### src/rtl/regfile_wb_arbiter_if.sv
// Writeback bus between the two result producers, the issue checker and the
// register-file write port. Requesters assert valid; the arbiter raises ready
// in the same cycle it accepts, so a transfer is valid & ready on a clock edge,
// and a requester holds valid/rd/data stable until it sees ready.
interface regfile_wb_arbiter_if #(
  parameter int DATA_W = 32,
  parameter int ADDR_W = 5,
  parameter int NREG   = 32
);
  logic              a_valid;
  logic [ADDR_W-1:0] a_rd;
  logic [DATA_W-1:0] a_data;
  logic              a_ready;
  logic              b_valid;
  logic [ADDR_W-1:0] b_rd;
  logic [DATA_W-1:0] b_data;
  logic              b_ready;
  logic              wb_hold;
  logic              iss_valid;
  logic [ADDR_W-1:0] iss_rd;
  logic [ADDR_W-1:0] iss_rs1;
  logic [ADDR_W-1:0] iss_rs2;
  logic              hazard;
  logic [NREG-1:0]   busy;
  logic              RegWrite;
  logic [ADDR_W-1:0] wr_rd;
  logic [DATA_W-1:0] Write_data;

  modport master (
    output a_valid, a_rd, a_data, b_valid, b_rd, b_data, wb_hold,
           iss_valid, iss_rd, iss_rs1, iss_rs2,
    input  a_ready, b_ready, hazard, busy, RegWrite, wr_rd, Write_data
  );

  modport slave (
    input  a_valid, a_rd, a_data, b_valid, b_rd, b_data, wb_hold,
           iss_valid, iss_rd, iss_rs1, iss_rs2,
    output a_ready, b_ready, hazard, busy, RegWrite, wr_rd, Write_data
  );
endinterface

### src/rtl/regfile_wb_arbiter.sv
// Round-robin arbiter sharing the register-file write port between port A
// (ALU/CSR) and port B (loads), with a registered write stage and busy scoreboard.
module regfile_wb_arbiter #(
  parameter int DATA_W = 32,
  parameter int ADDR_W = 5,
  parameter int NREG   = 32
) (
  input  logic               clk,
  input  logic               reset,
  regfile_wb_arbiter_if.slave bus,
  output logic               o_prio_dbg
);

  typedef enum logic {PRIO_A = 1'b0, PRIO_B = 1'b1} prio_e;

  prio_e             r_prio;
  prio_e             w_prio_nxt;
  logic              w_a_ready;
  logic              w_b_ready;
  logic              w_acc;
  logic              w_acc_live;
  logic [ADDR_W-1:0] w_acc_rd;
  logic [DATA_W-1:0] w_acc_data;
  logic [NREG-1:0]   r_busy;
  logic [NREG-1:0]   w_busy_nxt;
  logic              r_regwrite;
  logic [ADDR_W-1:0] r_wr_rd;
  logic [DATA_W-1:0] r_write_data;

  always_comb begin
    w_a_ready  = !reset && !bus.wb_hold && bus.a_valid && (!bus.b_valid || r_prio == PRIO_A);
    w_b_ready  = !reset && !bus.wb_hold && bus.b_valid && (!bus.a_valid || r_prio == PRIO_B);
    w_acc      = w_a_ready || w_b_ready;
    w_acc_rd   = w_a_ready ? bus.a_rd : bus.b_rd;
    w_acc_data = w_a_ready ? bus.a_data : bus.b_data;
    // An accepted x0 write is consumed but never reaches the register file.
    w_acc_live = w_acc && (w_acc_rd != '0);

    w_prio_nxt = r_prio;
    if (bus.a_valid && bus.b_valid && w_acc)
      w_prio_nxt = (r_prio == PRIO_A) ? PRIO_B : PRIO_A;

    // Set after clear: a new producer issued this cycle keeps the register busy.
    w_busy_nxt = r_busy;
    if (w_acc_live)
      w_busy_nxt[w_acc_rd] = 1'b0;
    if (bus.iss_valid && bus.iss_rd != '0)
      w_busy_nxt[bus.iss_rd] = 1'b1;
    w_busy_nxt[0] = 1'b0;
  end

  always_ff @(posedge clk) begin
    if (reset) begin
      r_prio <= PRIO_A;
      r_busy <= '0;
    end else begin
      r_prio <= w_prio_nxt;
      r_busy <= w_busy_nxt;
    end
  end

  always_ff @(posedge clk) begin
    if (reset) begin
      r_regwrite   <= 1'b0;
      r_wr_rd      <= '0;
      r_write_data <= '0;
    end else begin
      r_regwrite <= w_acc_live;
      if (w_acc_live) begin
        r_wr_rd      <= w_acc_rd;
        r_write_data <= w_acc_data;
      end
    end
  end

  assign bus.a_ready    = w_a_ready;
  assign bus.b_ready    = w_b_ready;
  assign bus.hazard     = r_busy[bus.iss_rs1] | r_busy[bus.iss_rs2];
  assign bus.busy       = r_busy;
  assign bus.RegWrite   = r_regwrite;
  assign bus.wr_rd      = r_wr_rd;
  assign bus.Write_data = r_write_data;
  assign o_prio_dbg     = (r_prio == PRIO_B);

endmodule

### src/flat_wrapper.sv
// flat-port wrapper written by rule: the top's interface ports become plain ports
module regfile_wb_arbiter_flat 
#(
  parameter int DATA_W = 32,
  parameter int ADDR_W = 5,
  parameter int NREG   = 32
)
  (clk, reset, o_prio_dbg, bus_a_valid, bus_a_rd, bus_a_data, bus_b_valid, bus_b_rd, bus_b_data, bus_wb_hold, bus_iss_valid, bus_iss_rd, bus_iss_rs1, bus_iss_rs2, bus_a_ready, bus_b_ready, bus_hazard, bus_busy, bus_RegWrite, bus_wr_rd, bus_Write_data);
  regfile_wb_arbiter_if #(.DATA_W(DATA_W), .ADDR_W(ADDR_W), .NREG(NREG)) bus_i ();
  input  logic clk;
  input  logic reset;
  output logic o_prio_dbg;
  input wire logic [$bits(bus_i.a_valid)-1:0] bus_a_valid;
  input wire logic [$bits(bus_i.a_rd)-1:0] bus_a_rd;
  input wire logic [$bits(bus_i.a_data)-1:0] bus_a_data;
  input wire logic [$bits(bus_i.b_valid)-1:0] bus_b_valid;
  input wire logic [$bits(bus_i.b_rd)-1:0] bus_b_rd;
  input wire logic [$bits(bus_i.b_data)-1:0] bus_b_data;
  input wire logic [$bits(bus_i.wb_hold)-1:0] bus_wb_hold;
  input wire logic [$bits(bus_i.iss_valid)-1:0] bus_iss_valid;
  input wire logic [$bits(bus_i.iss_rd)-1:0] bus_iss_rd;
  input wire logic [$bits(bus_i.iss_rs1)-1:0] bus_iss_rs1;
  input wire logic [$bits(bus_i.iss_rs2)-1:0] bus_iss_rs2;
  output wire logic [$bits(bus_i.a_ready)-1:0] bus_a_ready;
  output wire logic [$bits(bus_i.b_ready)-1:0] bus_b_ready;
  output wire logic [$bits(bus_i.hazard)-1:0] bus_hazard;
  output wire logic [$bits(bus_i.busy)-1:0] bus_busy;
  output wire logic [$bits(bus_i.RegWrite)-1:0] bus_RegWrite;
  output wire logic [$bits(bus_i.wr_rd)-1:0] bus_wr_rd;
  output wire logic [$bits(bus_i.Write_data)-1:0] bus_Write_data;
  assign bus_i.a_valid = bus_a_valid;
  assign bus_i.a_rd = bus_a_rd;
  assign bus_i.a_data = bus_a_data;
  assign bus_i.b_valid = bus_b_valid;
  assign bus_i.b_rd = bus_b_rd;
  assign bus_i.b_data = bus_b_data;
  assign bus_i.wb_hold = bus_wb_hold;
  assign bus_i.iss_valid = bus_iss_valid;
  assign bus_i.iss_rd = bus_iss_rd;
  assign bus_i.iss_rs1 = bus_iss_rs1;
  assign bus_i.iss_rs2 = bus_iss_rs2;
  assign bus_a_ready = bus_i.a_ready;
  assign bus_b_ready = bus_i.b_ready;
  assign bus_hazard = bus_i.hazard;
  assign bus_busy = bus_i.busy;
  assign bus_RegWrite = bus_i.RegWrite;
  assign bus_wr_rd = bus_i.wr_rd;
  assign bus_Write_data = bus_i.Write_data;
  regfile_wb_arbiter #(.DATA_W(DATA_W), .ADDR_W(ADDR_W), .NREG(NREG)) u_core (.clk(clk), .reset(reset), .bus(bus_i), .o_prio_dbg(o_prio_dbg));
endmodule
### config.mk
export PLATFORM = sky130hd
export DESIGN_NAME = regfile_wb_arbiter_flat
export DESIGN_NICKNAME = d
export VERILOG_FILES = /design/src/rtl/regfile_wb_arbiter_if.sv /design/src/rtl/regfile_wb_arbiter.sv /design/src/flat_wrapper.sv
export SDC_FILE = /design/constraint.sdc
export NUM_CORES = 1
export LEC_CHECK = 0
export CAP_MARGIN = 30
export CORE_UTILIZATION = 47
export CTS_CLUSTER_DIAMETER = 200
export DETAILED_ROUTE_END_ITERATION = 16
export GPL_ROUTABILITY_DRIVEN = 0
export PLACE_DENSITY_LB_ADDON = 0.3
export SLEW_MARGIN = 20
export SYNTH_ARGS = -nofsm -noshare
export SYNTH_HDL_FRONTEND = slang
export SYNTH_SLANG_ARGS = --single-unit
### constraint.sdc
create_clock -name clk -period 4.9 [get_ports clk]
set_input_delay 0.98 -clock clk [delete_from_list [all_inputs] [get_ports clk]]
set_output_delay 0.98 -clock clk [all_outputs]
set_load 0.05 [all_outputs]
==> out/metrics.cfg, run 1 <==
[clock_tree]
insertion_delay_ns=0.35
clock-sinks=70
root_buffer=clkbuf_8
cts_tree=yes
cts_resized=0
cts.htree.levels=3
clk_pin_slew_ns=0.07
ctsHoldBuffers=0
cts_inserted_buffers=9
cts_setup_buffers=0
cts_buffer_depth=2

[setup_path]
critPathBufInv=2
cp-startpoint=bus_iss_rs1[1]
crit_arrival_ns=3.55
path_depth=7
cp-end-kind=primary output
cp.required_ns=3.92
cp-start-kind=input pin
path_class=in -> out
crit_path_frequent_cell=clkdlybuf4s50_1
path_max_fanout=11
setup.worst_path.end=bus_hazard
slowest_delay_ns=0.83
path_cells=clkdlybuf4s50_1, mux4_2, nor2_1, a311oi_1, a31oi_1, nand4_1, clkdlybuf4s50_1
reg2reg_to=u_core.bus.busy[10]
slowest_stage=clkdlybuf4s50_1
reg2reg_slack_ns=2.13
path_delay_family=buffers and inverters
worst-r2r-cell-count=7
timing.rr.start=u_core.o_prio_dbg

[grt]
grt_busiest_layer=met2
antenna_found_initial=0
grt_usage_pct=30.6
grt_pass1_wl_um=21400
use_met3_pct=8.45
grt_overflow=0
grt_pass1_vias=4353
grtUsageMet2_pct=52.2
use_met1_pct=35.3
grt_max_degree=68

[finish]
seq_area_um2=1400
num_antenna_cells=0
multi_input_area_um2=2460
layout.nets=725
area_growth_pct=46.1
fillers=646
drive_gt1_share_pct=13.1

[sta]
maxSlewHeadroom_pct=31.6
fin_hold_ws_ns=0.516
setup_violations=0
worstMarginPinSlew_ns=1.02
fin_crit_sh_pct=92.4
rsz0062_at_grt=false
fin_skew_ns=0.00622
slew_viol_final=0
hold_viol_final=0
final.setup.tns_ns=0
min_period_ns=4.53
fmaxAchievable_ghz=0.221

[pwr]
p_per_area_nw_per_um2=250
peakVddDrop_v=0.000157
power.leakage_uw=0.00203

[logic_synthesis]
netlist_area_um2=4100
async_reset_ff_share_pct=0
yosysSeqAreaShare_pct=34.1
synth_nets=577
ys.flop_type=dfxtp_1
ys_ff_latch=70
ys_types=61
ys_warn_count=0
syn_inst=482
synth_edf_count=0
syn-mean-instance-area_um2=8.51

[route]
vias=4517
wl_per_cell_um=18.4
drc_errors=0
vias_per_cell=6.11
drt_iter0_drc=345
routed_wl_um=13600
dr.pass1.iters=5
ant_nets=0

[place]
dpl.hpwl_um=9790
place.port_buffers=167

[run]
maxCapViolCount=0

[run_status]
status=completed

[floorplanning]
dieArea_um2=9110
rows=33
dieHeight_um=95.4
io_pins=169
start_util_pct=49.2
die_x_um=95.4
core_um2=8340

[worst_hold_path]
hp-class=reg -> reg

[tightest hold or removal path: stages, from the launching register on]
cell     delay (ns)
dfxtp_1        0.32
inv_1          0.07
o32ai_2        0.08
[metal layers]
metal / vias up / share of wire (%)
met3: 47 / 11
li1: 2099 / -
met4: 0 / 3.1
met1: 2082 / 37
met2: 289 / 50
met5: - / 0
[power by group]
part / switching [uW] / internal, uW
registers: 16.8 / 593
logic: 236 / 167
clock network: 214 / 273
total: 467 / 1030
[worst min-delay path by stage]
| stage | startpoint | to | slack (ns) | cells past startpoint |
|---|---|---|---|---|
| finish | u_core.bus.wr_rd[1] | u_core.bus.wr_rd[1] | 0.52 | 2 |
| CTS | u_core.bus.wr_rd[1] | u_core.bus.wr_rd[1] | 0.52 | 2 |
| global placement | u_core.bus.wr_rd[1] | u_core.bus.wr_rd[1] | 0.49 | 2 |
| floorplan | u_core.bus.busy[2] | u_core.bus.busy[2] | 0.71 | 2 |
| detailed placement | u_core.bus.wr_rd[1] | u_core.bus.wr_rd[1] | 0.51 | 2 |
| global route | u_core.bus.busy[12] | u_core.bus.busy[12] | 0.54 | 2 |
[state kept, by name, summed over array words and instances, names as in the netlist]
| name | count |
|---|---|
| u_core.bus.Write_data | 32 |
| u_core.bus.busy | 31 |
| u_core.bus.wr_rd | 5 |
| u_core.bus.RegWrite | 1 |
| u_core.o_prio_dbg | 1 |
[layout make-up]
type | instances | area share, %
Tap cell | 105 | 2.19
Sequential cell | 70 | 23.4
Clock inverter | 3 | 0.710
Inverter | 14 | 0.876
Timing Repair Buffer | 176 | 29.1
Clock buffer | 12 | 2.75
Multi-Input combinational cell | 359 | 41.0
[stage by stage]
stage / setup slack, ns / instance area, um2 / instances / power (uW) / util [%]
3_3_place_gp: 0.440 / 5780 / 723 / 1020 / 69.3
4_1_cts: 0.385 / 5990 / 738 / 1500 / 71.8
3_5_place_dp: 0.379 / 5780 / 723 / 1020 / 69.3
5_1_grt: 0.268 / 6000 / 739 / 1560 / 71.9
6_report: 0.371 / 6000 / 739 / 1500 / 71.9
2_1_floorplan: 1.18 / 4100 / 482 / 856 / -
[placed cells by master, fill, tap and decap left out, types with 5 or more instances in the layout]
cell type and n:
mux2_2 5, nand2_1 106, nor3_1 7, clkdlybuf4s50_1 165, clkbuf_8 12, nand2b_1 8, a311oi_2 28, nor2b_1 5
a311oi_1 20, a31o_2 6, dfxtp_1 70, inv_1 13, mux2i_1 9, mux4_2 8, a21oi_1 67, buf_4 9
nor2_1 19
[logic make-up after synthesis]
| group | synth area share [%] |
|---|---|
| AO/OA/AOI/OAI | 33.3 |
| XOR/XNOR | 0.213 |
| buffers and inverters | 6.01 |
| flip-flops | 34.1 |
| multiplexers | 7.96 |
| other | 0.0914 |
| AND/OR/NAND/NOR | 18.3 |
[cell usage after synthesis (6+ instances only)]
| library cell | number | share of area [%] |
|---|---|---|
| nand2_1 | 106 | 9.7 |
| dfxtp_1 | 70 | 34 |
| a21oi_1 | 67 | 8.2 |
| a311oi_2 | 28 | 10 |
| clkbuf_1 | 26 | 2.4 |
| a311oi_1 | 20 | 4.3 |
| nor2_1 | 20 | 1.8 |
| inv_1 | 13 | 1.2 |
| mux2i_1 | 9 | 2.2 |
| mux4_2 | 8 | 4.4 |
| nand2b_1 | 8 | 1.2 |
| nor3_1 | 7 | 0.85 |
| a31o_2 | 6 | 1.3 |
Power figures use the tool's default switching activity.
==> run 2, diff against run 1 <==
--- a/config.mk
+++ b/config.mk
@@ -10,7 +10,7 @@
 export CTS_CLUSTER_DIAMETER = 200
 export DETAILED_ROUTE_END_ITERATION = 16
 export GPL_ROUTABILITY_DRIVEN = 0
-export PLACE_DENSITY_LB_ADDON = 0.3
+export PLACE_DENSITY = 0.87
 export SLEW_MARGIN = 20
 export SYNTH_ARGS = -nofsm -noshare
 export SYNTH_HDL_FRONTEND = slang
==> out/metrics.cfg, run 2 (synthesis gave the netlist of run 1 again) <==
[route]
ant_nets=0
drc_errors=0
dr.pass1.iters=5
vias=4501
routed_wl_um=13400
wl_per_cell_um=18.1
drt_iter0_drc=408
vias_per_cell=6.09

[finish]
layout_common_cells=clkdlybuf4s50_1 (165), nand2_1 (106), dfxtp_1 (70)
num_antenna_cells=0
layout.nets=725
drive_gt1_share_pct=12.6
layout.cells.non_filler=739
seq_area_um2=1400
final_area_um2=5950
fillers=640
largest_reg_flops=32
final_common_cell=clkdlybuf4s50_1
multi_input_area_um2=2460
area_growth_pct=45.1

[grt]
grt_overflow=0
use_met3_pct=8.37
grt_pass1_wl_um=21000
use_met1_pct=37.5
grtUsageMet2_pct=48.0
grt_max_degree=69
grt_busiest_layer=met2
antenna_found_initial=0
grt_usage_pct=29.8
grt_pass1_vias=4175

[setup_path]
cp-end-kind=primary output
path_class=in -> out
timing.rr.start=u_core.o_prio_dbg
crit_arrival_ns=3.53
cp-start-kind=input pin
reg2reg_to=u_core.bus.Write_data[21]
reg2reg_slack_ns=2.27
path_max_fanout=12
worst-r2r-cell-count=5
cp.required_ns=3.92

[worst_hold_path]
holdPathStages=2
hp-start=u_core.bus.wr_rd[1]
min_delay_worst_endpoint=u_core.bus.wr_rd[1]
hp-class=reg -> reg

[place]
dpl.hpwl_um=9540
dp.cells=722
place.port_buffers=167
place_area_um2=5770

[pwr]
power_uw=1430
power.leakage_uw=0.00201
peakVddDrop_v=0.000162
p_per_area_nw_per_um2=240

[sta]
fmaxAchievable_ghz=0.222
worstMarginPinSlew_ns=0.984
min_period_ns=4.51
hold_viol_final=0
final.setup.tns_ns=0
slew_viol_final=0
rsz0062_at_grt=false
setup_violations=0
fin_skew_ns=0.00956
maxSlewHeadroom_pct=34.3
fin_crit_sh_pct=92.0

[floorplanning]
rows=33
core_um2=8340
die_x_um=95.4
start_util_pct=49.2
io_pins=169
dieArea_um2=9110
dieHeight_um=95.4

[clock_tree]
insertion_delay_ns=0.35
ctsHoldBuffers=0
cts_buffer_depth=2
cts_inserted_buffers=9
cts.htree.levels=3
clock-sinks=70
cts_setup_buffers=0
clk_pin_slew_ns=0.08
root_buffer=clkbuf_8
cts_tree=yes
cts_resized=0

[run_status]
status=completed

[run]
maxCapViolCount=0

## run 2: changes by cell type in the layout (fill, tap and decap cells not counted), sizes merged
cell      before  now
buf           11   10
bufinv         1    0
clkinvlp       1    0
clkbuf        12   15
## run 2: area by class of cell
| type | instances | share of cell area [%] |
|---|---|---|
| Clock buffer | 14 | 2.73 |
| Clock inverter | 1 | 0.0841 |
| Inverter | 14 | 0.883 |
| Multi-Input combinational cell | 359 | 41.3 |
| Sequential cell | 70 | 23.5 |
| Tap cell | 105 | 2.21 |
| Timing Repair Buffer | 176 | 29.3 |
## run 2: worst max path at each step
| stage | from | end | slack (ns) | cells past startpoint |
|---|---|---|---|---|
| 6_report | bus_iss_rs2[2] | bus_hazard | 0.39 | 7 |
| 5_1_grt | bus_iss_rs2[2] | bus_hazard | 0.22 | 7 |
| 4_1_cts | bus_iss_rs2[2] | bus_hazard | 0.41 | 7 |
| 3_5_place_dp | bus_iss_rs2[2] | bus_hazard | 0.41 | 7 |
| 3_3_place_gp | bus_iss_rs2[2] | bus_hazard | 0.47 | 7 |
| 2_1_floorplan | reset | bus_b_ready | 1.18 | 5 |
## run 2: worst max-delay path, stage by stage
cell             delay [ns]
clkdlybuf4s50_1        0.82
mux4_2                 0.58
mux2i_1                0.17
nand2_1                0.07
o211ai_1               0.10
nand4_1                0.09
clkdlybuf4s50_1        0.71
## run 2: through the flow
step / setup WS [ns] / hold slack, ns / utilization (%)
2_1_floorplan: 1.18 / 0.712 / -
3_3_place_gp: 0.471 / 0.485 / 69.2
3_5_place_dp: 0.411 / 0.491 / 69.2
4_1_cts: 0.406 / 0.502 / 71.2
5_1_grt: 0.219 / 0.513 / 71.4
6_report: 0.393 / 0.502 / 71.4
## run 2: power by group
| group | internal, uW | switching [uW] |
|---|---|---|
| combinational | 167 | 236 |
| clock | 209 | 206 |
| sequential | 593 | 17.1 |
| total | 969 | 460 |
## run 2: routing by layer
layer,part of all wire (%),vias to the layer above
met1,40,2098
met3,11,31
li1,-,2104
met5,0,-
met2,47,268
met4,2.0,0
==> run 3, diff against run 2 <==
--- a/config.mk
+++ b/config.mk
@@ -10,7 +10,7 @@
 export CTS_CLUSTER_DIAMETER = 200
 export DETAILED_ROUTE_END_ITERATION = 16
 export GPL_ROUTABILITY_DRIVEN = 0
-export PLACE_DENSITY = 0.87
+export PLACE_DENSITY_LB_ADDON = 0.15
 export SLEW_MARGIN = 20
 export SYNTH_ARGS = -nofsm -noshare
 export SYNTH_HDL_FRONTEND = slang
==> out/metrics.cfg, run 3 (synthesis gave the netlist of run 1 again) <==
[run_status]
status=completed

[setup_path]
cp-end-kind=primary output
path_max_fanout=12
path_class=in -> out
cp-start-kind=input pin
crit_arrival_ns=3.54
cp.required_ns=3.92

[sta]
min_period_ns=4.52
fmaxAchievable_ghz=0.221
hold_viol_final=0
fin_crit_sh_pct=92.2
maxSlewHeadroom_pct=33.6
slew_viol_final=0
fin_skew_ns=0.00898
worstMarginPinSlew_ns=0.995
rsz0062_at_grt=false
final.setup.tns_ns=0
setup_violations=0

[route]
dr.pass1.iters=5
vias_per_cell=6.08
routed_wl_um=13500
wl_per_cell_um=18.3
ant_nets=0
drc_errors=0
drt_iter0_drc=317
vias=4496

[pwr]
seqPwrFrac_pct=41.4
p_switching_uw=480
pwr-share-comb_pct=27.4
p_per_area_nw_per_um2=247
p_clk_share_pct=31.3
power.leakage_uw=0.00202
swShare_pct=32.5
p_int_uw=995
peakVddDrop_v=0.000137

[clock_tree]
clk_pin_slew_ns=0.07
cts_buffer_depth=2
cts_tree=yes
clock-sinks=70
cts.htree.levels=3
ctsHoldBuffers=0
root_buffer=clkbuf_8
cts_setup_buffers=0
cts_resized=0
cts_inserted_buffers=9
insertion_delay_ns=0.34

[run]
maxCapViolCount=0

[grt]
antenna_found_initial=0
grt_max_degree=68
grt_overflow=0
grt_pass1_vias=4326
grt_pass1_wl_um=21300
grt_usage_pct=30.1

[floorplanning]
dieHeight_um=95.4
die_x_um=95.4
core_um2=8340
rows=33
io_pins=169
dieArea_um2=9110
start_util_pct=49.2

[finish]
final_common_cell=clkdlybuf4s50_1
layout.cells.non_filler=739
layout_common_cells=clkdlybuf4s50_1 (165), nand2_1 (106), dfxtp_1 (70)
fillers=646
num_antenna_cells=0
area_growth_pct=45.6
layout.nets=724
drive_gt1_share_pct=13.1
largest_reg_flops=32

[place]
place.port_buffers=167
dpl.hpwl_um=9800
dp.cells=723

[worst_hold_path]
hp-class=reg -> reg

run 3: cell count changes in the layout (fill, tap and decap cells not counted), sizes merged:
cell      delta
clkbuf       -6
clkinv       +2
inv          +2
bufinv       +1
clkinvlp     +1
run 3: stage by stage:
step | setup slack, ns | cell area, um2 | power [uW] | hold WS, ns | utilization [%]
2_1_floorplan | 1.18 | 4100 | 856 | 0.712 | -
4_1_cts | 0.407 | 5970 | 1480 | 0.510 | 71.6
5_1_grt | 0.270 | 5970 | 1530 | 0.529 | 71.6
3_5_place_dp | 0.403 | 5780 | 1020 | 0.509 | 69.3
6_report | 0.384 | 5970 | 1480 | 0.512 | 71.6
3_3_place_gp | 0.486 | 5780 | 1020 | 0.487 | 69.3
run 3: final cells by class:
class / instances / area [um2] / area share, %
clock buffer: 9 / 124 / 2.07
inverter: 14 / 52.6 / 0.880
clock inverter: 7 / 70.1 / 1.17
timing repair buffer: 175 / 1740 / 29.1
tap: 105 / 131 / 2.20
sequential: 70 / 1400 / 23.5
multi-input combinational: 359 / 2460 / 41.2
run 3: layer usage:
layer / global-route usage, % / up-vias / share of wire (%) / wire length, um
li1: - / 2102 / - / -
met1: 36.3 / 2111 / 39 / 5320
met2: 51.1 / 254 / 49 / 6570
met3: 8.61 / 29 / 9.9 / 1330
met4: 10.4 / 0 / 2.1 / 285
met5: 0 / - / 0 / 0
run 3: path summary, 6_finish.rpt:
| path | startpoint | to | slack [ns] | cells after the start |
|---|---|---|---|---|
| hold / removal | u_core.bus.wr_rd[1] | u_core.bus.wr_rd[1] | 0.51 | 2 |
| setup / recovery | bus_iss_rs2[2] | bus_hazard | 0.38 | 7 |
| hold reg to reg | u_core.bus.wr_rd[1] | u_core.bus.wr_rd[1] | 0.51 | 2 |
| setup reg to reg | u_core.o_prio_dbg | u_core.bus.Write_data[18] | 2.41 | 5 |
run 3: power by group through the flow:
| stage | Clock [uW] | Combinational [uW] | Sequential [uW] |
|---|---|---|---|
| after floorplan | 0 | 153 | 704 |
| final | 461 | 404 | 610 |
| after global placement | 0 | 394 | 621 |
| after CTS | 466 | 403 | 610 |
| after detailed placement | 0 | 401 | 622 |
| after global routing | 492 | 428 | 613 |
run 3: critical path, cell delays in order:
cell             delay, ns
clkdlybuf4s50_1       0.82
nor2_1                0.11
a2111oi_0             0.34
o311ai_0              0.19
and3_1                0.21
nand4_1               0.08
clkdlybuf4s50_1       0.80
